File: config.mk
export PLATFORM = sky130hd
export DESIGN_NAME = pwm_decoder
export DESIGN_NICKNAME = d
export VERILOG_FILES = /design/src/rtl/pwm_pkg.sv /design/src/rtl/pwm_div.sv /design/src/rtl/pwm_decoder.sv
export SDC_FILE = /design/constraint.sdc
export NUM_CORES = 1
export LEC_CHECK = 0
export ABC_AREA = 1
export BUFFER_PORTS_ARGS = -buffer_cell sky130_fd_sc_hd__buf_2
export CELL_PAD_IN_SITES_DETAIL_PLACEMENT = 0
export CELL_PAD_IN_SITES_GLOBAL_PLACEMENT = 1
export CORE_ASPECT_RATIO = 0.6
export CORE_MARGIN = 2
export CORE_UTILIZATION = 45
export CTS_BUF_LIST = sky130_fd_sc_hd__clkbuf_8
export DETAILED_ROUTE_END_ITERATION = 16
export GPL_TIMING_DRIVEN = 0
export PLACE_DENSITY_LB_ADDON = 0.25
export SETUP_SLACK_MARGIN = 0.2
export SLEW_MARGIN = 20
export SYNTH_ARGS = -nofsm -noshare
export SYNTH_HDL_FRONTEND = slang
export SYNTH_SLANG_ARGS = --single-unit
File: constraint.sdc
create_clock -name CLK -period 6.7 [get_ports CLK]
set_input_delay 0.335 -clock CLK [delete_from_list [all_inputs] [get_ports CLK]]
set_output_delay 0.335 -clock CLK [all_outputs]
set_load 0.01 [all_outputs]
File: src/rtl/pwm_pkg.sv
// Shared PWM constants and decoder state encoding, common to the decoder and the generator.
package pwm_pkg;

    localparam int unsigned PwmDcWidthDef = 8;
    localparam int unsigned CntWidthDef   = 16;

    typedef enum logic [1:0] {
        StIdle  = 2'd0,
        StHigh  = 2'd1,
        StLow   = 2'd2,
        StStuck = 2'd3
    } pwm_state_e;

endpackage

File: src/rtl/pwm_div.sv
// Restoring divider: quo_o = floor(num_i * 2^W / den_i), one quotient bit per cycle.
// Requires num_i < den_i so the quotient fits W bits.
module pwm_div #(
    parameter int unsigned W         = 8,
    parameter int unsigned CNT_WIDTH = 16
) (
    input  logic                 clk_i,
    input  logic                 rst_i,
    input  logic                 start_i,
    input  logic [CNT_WIDTH-1:0] num_i,
    input  logic [CNT_WIDTH-1:0] den_i,
    output logic                 busy_o,
    output logic                 done_o,
    output logic [W-1:0]         quo_o
);

    localparam int unsigned CW = $clog2(W + 1);

    logic                 busy_q;
    logic [CW-1:0]        cnt_q;
    logic [CNT_WIDTH-1:0] rem_q;
    logic [CNT_WIDTH-1:0] den_q;
    logic [W-1:0]         quo_q;

    logic [CNT_WIDTH:0]   rem_sh;
    logic [CNT_WIDTH:0]   rem_nx;
    logic                 ge;
    logic [W-1:0]         quo_nx;

    // The low W numerator bits are zero, so each step shifts in a 0.
    always_comb begin
        rem_sh = {rem_q, 1'b0};
        ge     = (rem_sh >= {1'b0, den_q});
        rem_nx = ge ? (rem_sh - {1'b0, den_q}) : rem_sh;
        quo_nx = {quo_q[W-2:0], ge};
    end

    assign busy_o = busy_q;
    assign done_o = busy_q && (cnt_q == CW'(1));
    assign quo_o  = quo_nx;

    always_ff @(posedge clk_i or posedge rst_i) begin
        if (rst_i) begin
            busy_q <= 1'b0;
            cnt_q  <= '0;
            rem_q  <= '0;
            den_q  <= '0;
            quo_q  <= '0;
        end else if (start_i && !busy_q) begin
            busy_q <= 1'b1;
            cnt_q  <= CW'(W);
            rem_q  <= num_i;
            den_q  <= den_i;
            quo_q  <= '0;
        end else if (busy_q) begin
            rem_q <= rem_nx[CNT_WIDTH-1:0];
            quo_q <= quo_nx;
            cnt_q <= cnt_q - CW'(1);
            if (cnt_q == CW'(1)) begin
                busy_q <= 1'b0;
            end
        end
    end

endmodule

File: src/rtl/pwm_decoder.sv
// Measures period and duty cycle of an asynchronous PWM input; flags a stuck level on timeout.
module pwm_decoder
    import pwm_pkg::*;
#(
    parameter int unsigned PWM_DC_WIDTH   = PwmDcWidthDef,
    parameter int unsigned CNT_WIDTH      = CntWidthDef,
    parameter int unsigned TIMEOUT_CYCLES = 1024
) (
    input  logic                    CLK,
    input  logic                    RESET,
    input  logic                    IN_PWM,
    output logic [PWM_DC_WIDTH-1:0] OUT_DC,
    output logic [CNT_WIDTH-1:0]    OUT_PERIOD,
    output logic                    OUT_VALID,
    output logic                    OUT_STUCK,
    output logic                    OUT_OVERRUN
);

    localparam logic [CNT_WIDTH-1:0] CntOne      = CNT_WIDTH'(1);
    localparam logic [CNT_WIDTH-1:0] CntMax      = '1;
    localparam logic [CNT_WIDTH-1:0] TimeoutLast = CNT_WIDTH'(TIMEOUT_CYCLES - 1);

    logic       sync1_q, sync2_q, dly_q;
    logic [1:0] warm_q;
    logic       rise_det, fall_det;

    pwm_state_e           state_q, state_d;
    logic [CNT_WIDTH-1:0] period_cnt_q, period_cnt_d;
    logic [CNT_WIDTH-1:0] high_cnt_q, high_cnt_d;
    logic [CNT_WIDTH-1:0] edge_cnt_q, edge_cnt_d;
    logic                 meas_ok_q, meas_ok_d;
    logic [CNT_WIDTH-1:0] per_lat_q;
    logic                 stuck_pend_q, stuck_pend_d;
    logic                 stuck_lvl_q, stuck_lvl_d;

    logic [PWM_DC_WIDTH-1:0] out_dc_q;
    logic [CNT_WIDTH-1:0]    out_period_q;
    logic                    out_valid_q;
    logic                    out_overrun_q;

    logic                    timeout;
    logic                    enter_stuck;
    logic                    start;
    logic                    overrun;
    logic                    stuck_rep;
    logic                    div_busy, div_done;
    logic [PWM_DC_WIDTH-1:0] div_quo;

    // Edges are only trusted once the synchronizer and delay flop hold real samples,
    // so a level present at reset release is not mistaken for an edge.
    assign rise_det = (warm_q == 2'd3) && sync2_q && !dly_q;
    assign fall_det = (warm_q == 2'd3) && !sync2_q && dly_q;

    always_ff @(posedge CLK or posedge RESET) begin
        if (RESET) begin
            sync1_q <= 1'b0;
            sync2_q <= 1'b0;
            dly_q   <= 1'b0;
            warm_q  <= 2'd0;
        end else begin
            sync1_q <= IN_PWM;
            sync2_q <= sync1_q;
            dly_q   <= sync2_q;
            if (warm_q != 2'd3) begin
                warm_q <= warm_q + 2'd1;
            end
        end
    end

    assign timeout = (edge_cnt_q == TimeoutLast);

    always_comb begin
        state_d      = state_q;
        meas_ok_d    = meas_ok_q;
        start        = 1'b0;
        overrun      = 1'b0;
        enter_stuck  = 1'b0;

        if (rise_det) begin
            period_cnt_d = CntOne;
            high_cnt_d   = CntOne;
            edge_cnt_d   = '0;
        end else begin
            period_cnt_d = (period_cnt_q == CntMax) ? period_cnt_q : period_cnt_q + CntOne;
            high_cnt_d   = high_cnt_q;
            if (state_q == StHigh && !fall_det && high_cnt_q != CntMax) begin
                high_cnt_d = high_cnt_q + CntOne;
            end
            if (fall_det) begin
                edge_cnt_d = '0;
            end else begin
                edge_cnt_d = (edge_cnt_q == CntMax) ? edge_cnt_q : edge_cnt_q + CntOne;
            end
        end

        unique case (state_q)
            StIdle: begin
                if (rise_det) begin
                    state_d   = StHigh;
                    meas_ok_d = 1'b1;
                end else if (timeout) begin
                    enter_stuck = 1'b1;
                end
            end
            StHigh: begin
                if (fall_det) begin
                    state_d = StLow;
                end else if (timeout) begin
                    enter_stuck = 1'b1;
                end
            end
            StLow: begin
                if (rise_det) begin
                    state_d   = StHigh;
                    meas_ok_d = 1'b1;
                    if (meas_ok_q) begin
                        overrun = div_busy;
                        start   = !div_busy;
                    end
                end else if (timeout) begin
                    enter_stuck = 1'b1;
                end
            end
            StStuck: begin
                if (rise_det) begin
                    state_d   = StHigh;
                    meas_ok_d = 1'b1;
                end else if (fall_det) begin
                    // Leaving through a fall gives no trustworthy period start.
                    state_d      = StLow;
                    meas_ok_d    = 1'b0;
                    period_cnt_d = '0;
                    high_cnt_d   = '0;
                    edge_cnt_d   = '0;
                end
            end
        endcase

        if (enter_stuck) begin
            state_d = StStuck;
        end
    end

    // A stuck report waits until any in-flight division result has been delivered.
    always_comb begin
        stuck_lvl_d  = enter_stuck ? sync2_q : stuck_lvl_q;
        stuck_pend_d = stuck_pend_q;
        stuck_rep    = 1'b0;
        if (enter_stuck || stuck_pend_q) begin
            if (div_busy) begin
                stuck_pend_d = 1'b1;
            end else begin
                stuck_pend_d = 1'b0;
                stuck_rep    = 1'b1;
            end
        end
    end

    pwm_div #(
        .W         (PWM_DC_WIDTH),
        .CNT_WIDTH (CNT_WIDTH)
    ) u_div (
        .clk_i   (CLK),
        .rst_i   (RESET),
        .start_i (start),
        .num_i   (high_cnt_q),
        .den_i   (period_cnt_q),
        .busy_o  (div_busy),
        .done_o  (div_done),
        .quo_o   (div_quo)
    );

    always_ff @(posedge CLK or posedge RESET) begin
        if (RESET) begin
            state_q       <= StIdle;
            period_cnt_q  <= '0;
            high_cnt_q    <= '0;
            edge_cnt_q    <= '0;
            meas_ok_q     <= 1'b0;
            per_lat_q     <= '0;
            stuck_pend_q  <= 1'b0;
            stuck_lvl_q   <= 1'b0;
            out_dc_q      <= '0;
            out_period_q  <= '0;
            out_valid_q   <= 1'b0;
            out_overrun_q <= 1'b0;
        end else begin
            state_q       <= state_d;
            period_cnt_q  <= period_cnt_d;
            high_cnt_q    <= high_cnt_d;
            edge_cnt_q    <= edge_cnt_d;
            meas_ok_q     <= meas_ok_d;
            stuck_pend_q  <= stuck_pend_d;
            stuck_lvl_q   <= stuck_lvl_d;
            out_overrun_q <= overrun;
            if (start) begin
                per_lat_q <= period_cnt_q;
            end
            if (div_done) begin
                out_dc_q     <= div_quo;
                out_period_q <= per_lat_q;
                out_valid_q  <= 1'b1;
            end else if (stuck_rep) begin
                out_dc_q     <= stuck_lvl_d ? '1 : '0;
                out_period_q <= '0;
                out_valid_q  <= 1'b1;
            end else begin
                out_valid_q  <= 1'b0;
            end
        end
    end

    assign OUT_DC      = out_dc_q;
    assign OUT_PERIOD  = out_period_q;
    assign OUT_VALID   = out_valid_q;
    assign OUT_STUCK   = (state_q == StStuck);
    assign OUT_OVERRUN = out_overrun_q;

endmodule
======== After elaboration in Yosys (flattened, before gate mapping) ========
Index checks and enable logic that the tools add are counted.
word-level totals
  flip-flop bits (word level) ............. 144
  memories kept ........................... 0
  bits in writable memories ............... 0
  latch bits .............................. 0
  ROM bits ................................ 0
cells by class
  equality and inequality tests ........... 13
  add/sub/neg operators ................... 6
  $lt $le $gt $ge ......................... 1
  reduce and logical (&&, ||, !) cells .... 19
  mux-type cells .......................... 56
  shift-type cells ........................ 0
  bitwise logic cells ..................... 0
  divide/modulo/power cells ............... 0
  multipliers ............................. 0
operators by type and width
  cell                     count
  $mux W16                 21
  $add A16 B1 Y16 const B  3
  $eq A16 B16 Y1 const B   2
  $mux W8                  3
  $mux W1                  21
  $ge A17 B16 Y1           1
  $eq A16 B10 Y1 const B   1
  $ne A16 B16 Y1 const B   1
  $sub A16 B16 Y16         1
  $mux W7                  2
  $logic_and A1 B1 Y1      8
  $mux W2                  4
  $mux W4                  2
  $eq A2 B2 Y1 const B     3
  $ne A3 B1 Y1 const B     2
  $pmux W2 S3              1
  $reduce_bool A2 Y1       3
  $eq A4 B1 Y1 const B     1
  $logic_not A1 Y1         4
  $pmux W1 S2              2
  $sub A4 B1 Y4 const B    1
  $reduce_and A3 Y1        1
  $add A2 B1 Y2 const B    1
  $eq A2 B1 Y1 const B     1
  5 further kinds          5

======== Logic depth before layout (Yosys ltp) ========
  word-level depth ........................ 11
  mapped depth ............................ 15
  gate-level depth less buffers ........... 14

======== Hierarchy ========
A second synthesis with hierarchy kept.
unflattened totals
  cells, all modules ...................... 1,032
  area, all modules ....................... 7,910.1 um^2
modules (own cells, without submodules)
  module       area each (um^2)  seq. area each (um^2)  cells an instance  instances
  pwm_decoder  4,858.4           2,502.4                603                1
  pwm_div      3,051.7           1,101.1                429                1

======== Least setup slack after synthesis ========
OpenSTA, ideal clock, no wires.
  path type ............................... register -> register
  from .................................... register u_div.den_q[1]
  to ...................................... register u_div.rem_q[1]
  setup slack ............................. 4.885 ns
  buffers on the path ..................... 1
  clock period less this slack ............ 1.815 ns
  data arrival time ....................... 1.690 ns
  library setup time ...................... 0.125 ns
  stages on the path, launching flop included .. 11
  data required time ...................... 6.575 ns
  cell sequence ........................... dfrtp_1 inv_1 ha_1 ha_1 nand4_1 nor2_1 nor2_2 buf_2 nand3_1 nand3_1 nand3_1
on the way
  word-level cells in the longest chain between the ends .. 4
ends and longest elaborated chain
  element                                             RTL line                      source
  start, declared                                     pwm_div.sv:22                 logic [CNT_WIDTH-1:0] den_q;
  start signal, assigned                              pwm_div.sv:53                 den_q <= den_i;
  $sub A16 B16 Y16 or $ge A17 B16 Y1 (tied branches)  pwm_div.sv:34, pwm_div.sv:33
  $mux W16 *                                          pwm_div.sv:34                 rem_nx = ge ? (rem_sh - {1'b0, den_q}) : rem_sh;
  $mux W16 *                                          pwm_div.sv:55                 end else if (busy_q) begin
  $mux W16 *                                          pwm_div.sv:49                 end else if (start_i && !busy_q) begin
  end signal, assigned                                pwm_div.sv:52                 rem_q <= num_i;
  end signal, assigned                                pwm_div.sv:56                 rem_q <= rem_nx[CNT_WIDTH-1:0];
  end, declared                                       pwm_div.sv:21                 logic [CNT_WIDTH-1:0] rem_q;
Mark *: on every way between the ends. The rest lies on a longest branch, timed or not. The select of a mux whose other input is x is not followed.
A chain may end at the register's enable or synchronous reset.

======== Worst setup path after layout ========
  from .................................... register u_div.rem_q[10]
  to ...................................... register u_div.rem_q[11]
on the way
  word-level cells in the longest chain between the ends .. 4
ends and longest elaborated chain
  element                                             RTL line
  $sub A16 B16 Y16 or $ge A17 B16 Y1 (tied branches)  pwm_div.sv:34, pwm_div.sv:33
  $mux W16 *                                          pwm_div.sv:34
  $mux W16 *                                          pwm_div.sv:55
  $mux W16 *                                          pwm_div.sv:49
Marked as above.

==> results_dict.tcl <==
set metrics [dict create \
    synthDominantAreaCellType "sky130_fd_sc_hd__dfrtp_1" \
    cts_tree "done" \
    synth_nets 1065 \
    post-route-util 0.509 \
    numCtsBuffers 17 \
    clkTransAtPathRegs_ns 0.09 \
    cp-start-kind "flip-flop" \
    hold_depth 0 \
    floorplan.die.height_microns 106 \
    place.detailed.instances 1303 \
    synthDistinctLibCells 44 \
    total_leakage_power_nw 4.43 \
    power_frac_comb 0.445 \
    maximum_vdd_drop_v 0.000109 \
    wl_per_cell_microns 15.7 \
    rows 37 \
    coreArea_sq_mm 0.0171 \
    floorplan.initialDensity 0.460 \
    crit_required_ns 7.03 \
    power_total_mw 3.17 \
    first_pass_iters 6 \
    worst_r2r_path_depth 11 \
    vias 6782 \
    drcViolationCount 0 \
    antenna_violations_before_repair 1 \
    synth.most_common_cell "sky130_fd_sc_hd__nand2_1" \
    hold_class "flip-flop to flip-flop" \
    first_global_vias 6261 \
    worst_path_largest_cell_delay_ns 0.44 \
    power_report.internal_total_mw 1.77 \
    synth-seq-area-share 0.458 \
    avgViaCountPerCell 5.08 \
    number_of_antenna_cells_inserted 0 \
    synth.ff_latch_count 144 \
    post_synth_edffs 0 \
    worstSkewPairLatency_ns 0.44 \
    die_width_microns 175 \
    final.setup_skew_ns 0.0173 \
    fmax_mhz 422 \
    switching_power_total_mw 1.40 \
    timing.critical_path.to_type "flip-flop" \
    timing.final.crit_share 0.354 \
    dr.first_iter.drc_count 604 \
    report.final.hold_viol_count 0 \
    synthesis.yosys.warnings 0 \
    run_status "complete, no violations" \
    postLayoutSetupSlackWorst_ns 4.33 \
    netlist_instances 1039 \
    cts-root-buf "sky130_fd_sc_hd__clkbuf_8" \
    globalplace.congestion 0.926 \
    layout.cells.non_filler 1336 \
    cts_sinks 144 \
    cp_max_fo 10 \
    grt_start_max_net_pins 77 \
    postCtsResizedCells 0 \
    final-max-slew-violation-count 0 \
    dominantRegCellSynth "sky130_fd_sc_hd__dfrtp_1" \
    post_synth.cell_area_avg_sq_um 7.58 \
    cts.repair_timing.setup_buffer_count 0 \
    worstPathArrival_ns 2.70 \
    grt_setup_unrepaired "no" \
    clk_path_buf_depth 2 \
    drive_gt1_frac 0.0944 \
    cp_slowest_cell "sky130_fd_sc_hd__ha_1" \
    grt_overflow 0 \
    dp_hpwl_mm 16.2 \
    synth.cell_area_sq_mm 0.00787 \
    period_needed_ns 2.37 \
    wl_mm 21.0 \
    timing.max_slew.rel_slack 0.569 \
    clock_tree.htree_level_count 4 \
    flow.area_growth_from_synthesis_pct 10.8 \
    layout.nets 1116 \
    timing.critical_path.cells "ha_1, nand2_1, nor2_1, inv_1, nor3_1, nand2_2, nand2_4, buf_6, nand3_1, nand3_1, nand2_1" \
    detail-route-antenna-nets 0 \
    worst_slew_pin_slew_ns 0.645 \
    buffer_ports.inserted 29 \
    wire_length_of_the_first_global_routing_pass_mm 34.3 \
    yosys.area.top_type_share 0.458 \
    synth_top_cells_by_area "sky130_fd_sc_hd__dfrtp_1 (46%), sky130_fd_sc_hd__nand2_1 (14%), sky130_fd_sc_hd__inv_1 (8.7%)" \
    synth_async_reset_ratio 1.00 \
    max-cap-violations 0 \
    power_density_mw_per_mm2 363 \
    floorplan.die_area_sq_mm 0.0186 \
    pwr-share-clk 0.201 \
    pre_cts_ws_ns 4.38 \
    netSwitchingFraction 0.442 \
    postCtsHoldBufs 2 \
    setup-tns-final_ns 0 \
    synth_commonest_cells "sky130_fd_sc_hd__nand2_1 (285), sky130_fd_sc_hd__inv_1 (182), sky130_fd_sc_hd__dfrtp_1 (144)" \
    pin_count 30 \
    grtUsageTotal 0.241 \
    setup_viol 0 \
    power.sequential.fraction 0.354 \
    worstSetupPathType "flip-flop to flip-flop" \
]
[power groups by stage]
stage	registers, mW	logic (mW)	clock network, mW
global route	1.14	1.61	0.691
floorplan	1.11	1.03	0
global placement	1.14	1.39	0
finish	1.12	1.41	0.637
detailed placement	1.14	1.39	0
CTS	1.12	1.40	0.652
[cells by family (layout without fill, tap and decap cells)]
group,Yosys count,count (layout),synth area share
and+or+nand+nor,501,501,0.275
AOI/OAI and AO/OA,138,138,0.0957
buffers and inverters,210,273,0.108
muxes,1,1,0.00143
adders and majority gates,23,23,0.0375
xor gates and xnor gates,22,22,0.0245
DFF,144,144,0.458
[worst max-delay path, delay by kind of cell (launching register included)]
kind	cells	cell delay, ns
adder cells (fa/ha/maj)	1	0.44
AND/OR/NAND/NOR	8	1.17
flip-flops	1	0.39
buffers and inverters	2	0.26
[registers in the layout, summed over array words and instances (netlist names)]
signal and cells:
OUT_PERIOD 16, edge_cnt_q 16, high_cnt_q 16, per_lat_q 16, period_cnt_q 16, u_div.den_q 16, u_div.rem_q 16, OUT_DC 8
u_div.quo_q 7, u_div.cnt_q 4, state_q 2, warm_q 2, OUT_OVERRUN 1, OUT_VALID 1, dly_q 1, meas_ok_q 1
stuck_lvl_q 1, stuck_pend_q 1, sync1_q 1, sync2_q 1, u_div.busy_o 1
[placed cells by master (no fill, tap or decap), types with 3 or more instances in the layout]
cell	Yosys	routed
sky130_fd_sc_hd__nand2_1	285	285
sky130_fd_sc_hd__nand3_1	76	76
sky130_fd_sc_hd__nand3_2	3	3
sky130_fd_sc_hd__nor3_1	21	21
sky130_fd_sc_hd__buf_6	5	5
sky130_fd_sc_hd__nand4_1	19	19
sky130_fd_sc_hd__inv_2	3	3
sky130_fd_sc_hd__nor4_1	3	3
sky130_fd_sc_hd__o21ai_0	76	76
sky130_fd_sc_hd__clkbuf_8	0	17
sky130_fd_sc_hd__nand2_2	6	6
sky130_fd_sc_hd__nor2_1	72	72
sky130_fd_sc_hd__o22ai_1	15	15
sky130_fd_sc_hd__nand3b_1	4	4
sky130_fd_sc_hd__nor2_2	3	3
sky130_fd_sc_hd__ha_1	22	22
sky130_fd_sc_hd__dfrtp_1	144	144
sky130_fd_sc_hd__clkinvlp_4	0	6
sky130_fd_sc_hd__a31oi_1	4	4
sky130_fd_sc_hd__buf_2	9	38
sky130_fd_sc_hd__xnor2_1	7	7
sky130_fd_sc_hd__inv_8	0	4
sky130_fd_sc_hd__a21oi_1	32	32
sky130_fd_sc_hd__clkbuf_1	5	5
sky130_fd_sc_hd__xor2_1	15	15
sky130_fd_sc_hd__inv_1	182	181
sky130_fd_sc_hd__a211oi_1	3	3
sky130_fd_sc_hd__inv_6	0	5
[through the flow]
stage	area (sq um)	hold slack (ns)
5_1_grt	8720	0.368
3_5_place_dp	8350	0.346
2_1_floorplan	7870	0.331
4_1_cts	8720	0.364
6_report	8720	0.357
3_3_place_gp	8310	0.334
[layer usage]
layer	track usage	routed length, microns	vias to the layer above
met3	0.0572	1750	16
li1	-	-	3411
met2	0.302	7520	212
met4	0.0512	187	0
met1	0.402	11600	3143
met5	0	0	-
[final timing paths]
path | start | end | slack (ns)
setup / recovery | u_div.rem_q[10] | u_div.rem_q[11] | 4.33
hold / removal | sync1_q | sync2_q | 0.36
setup reg to reg | u_div.rem_q[10] | u_div.rem_q[11] | 4.33
hold reg to reg | sync1_q | sync2_q | 0.36
max in group asynchronous | RESET | u_div.rem_q[11] | 5.47
min in group asynchronous | RESET | OUT_DC[5] | 0.46
[final cells by class]
class / instances / area, sq um
Buffer: 23 / 148
Sequential cell: 144 / 3600
Inverter: 187 / 711
Timing Repair Buffer: 32 / 193
Multi-Input combinational cell: 685 / 3420
Fill cell: 1708 / 8410
Clock buffer: 17 / 234
Tap cell: 234 / 293
Clock inverter: 14 / 123
(Power assumes the default switching activity.)
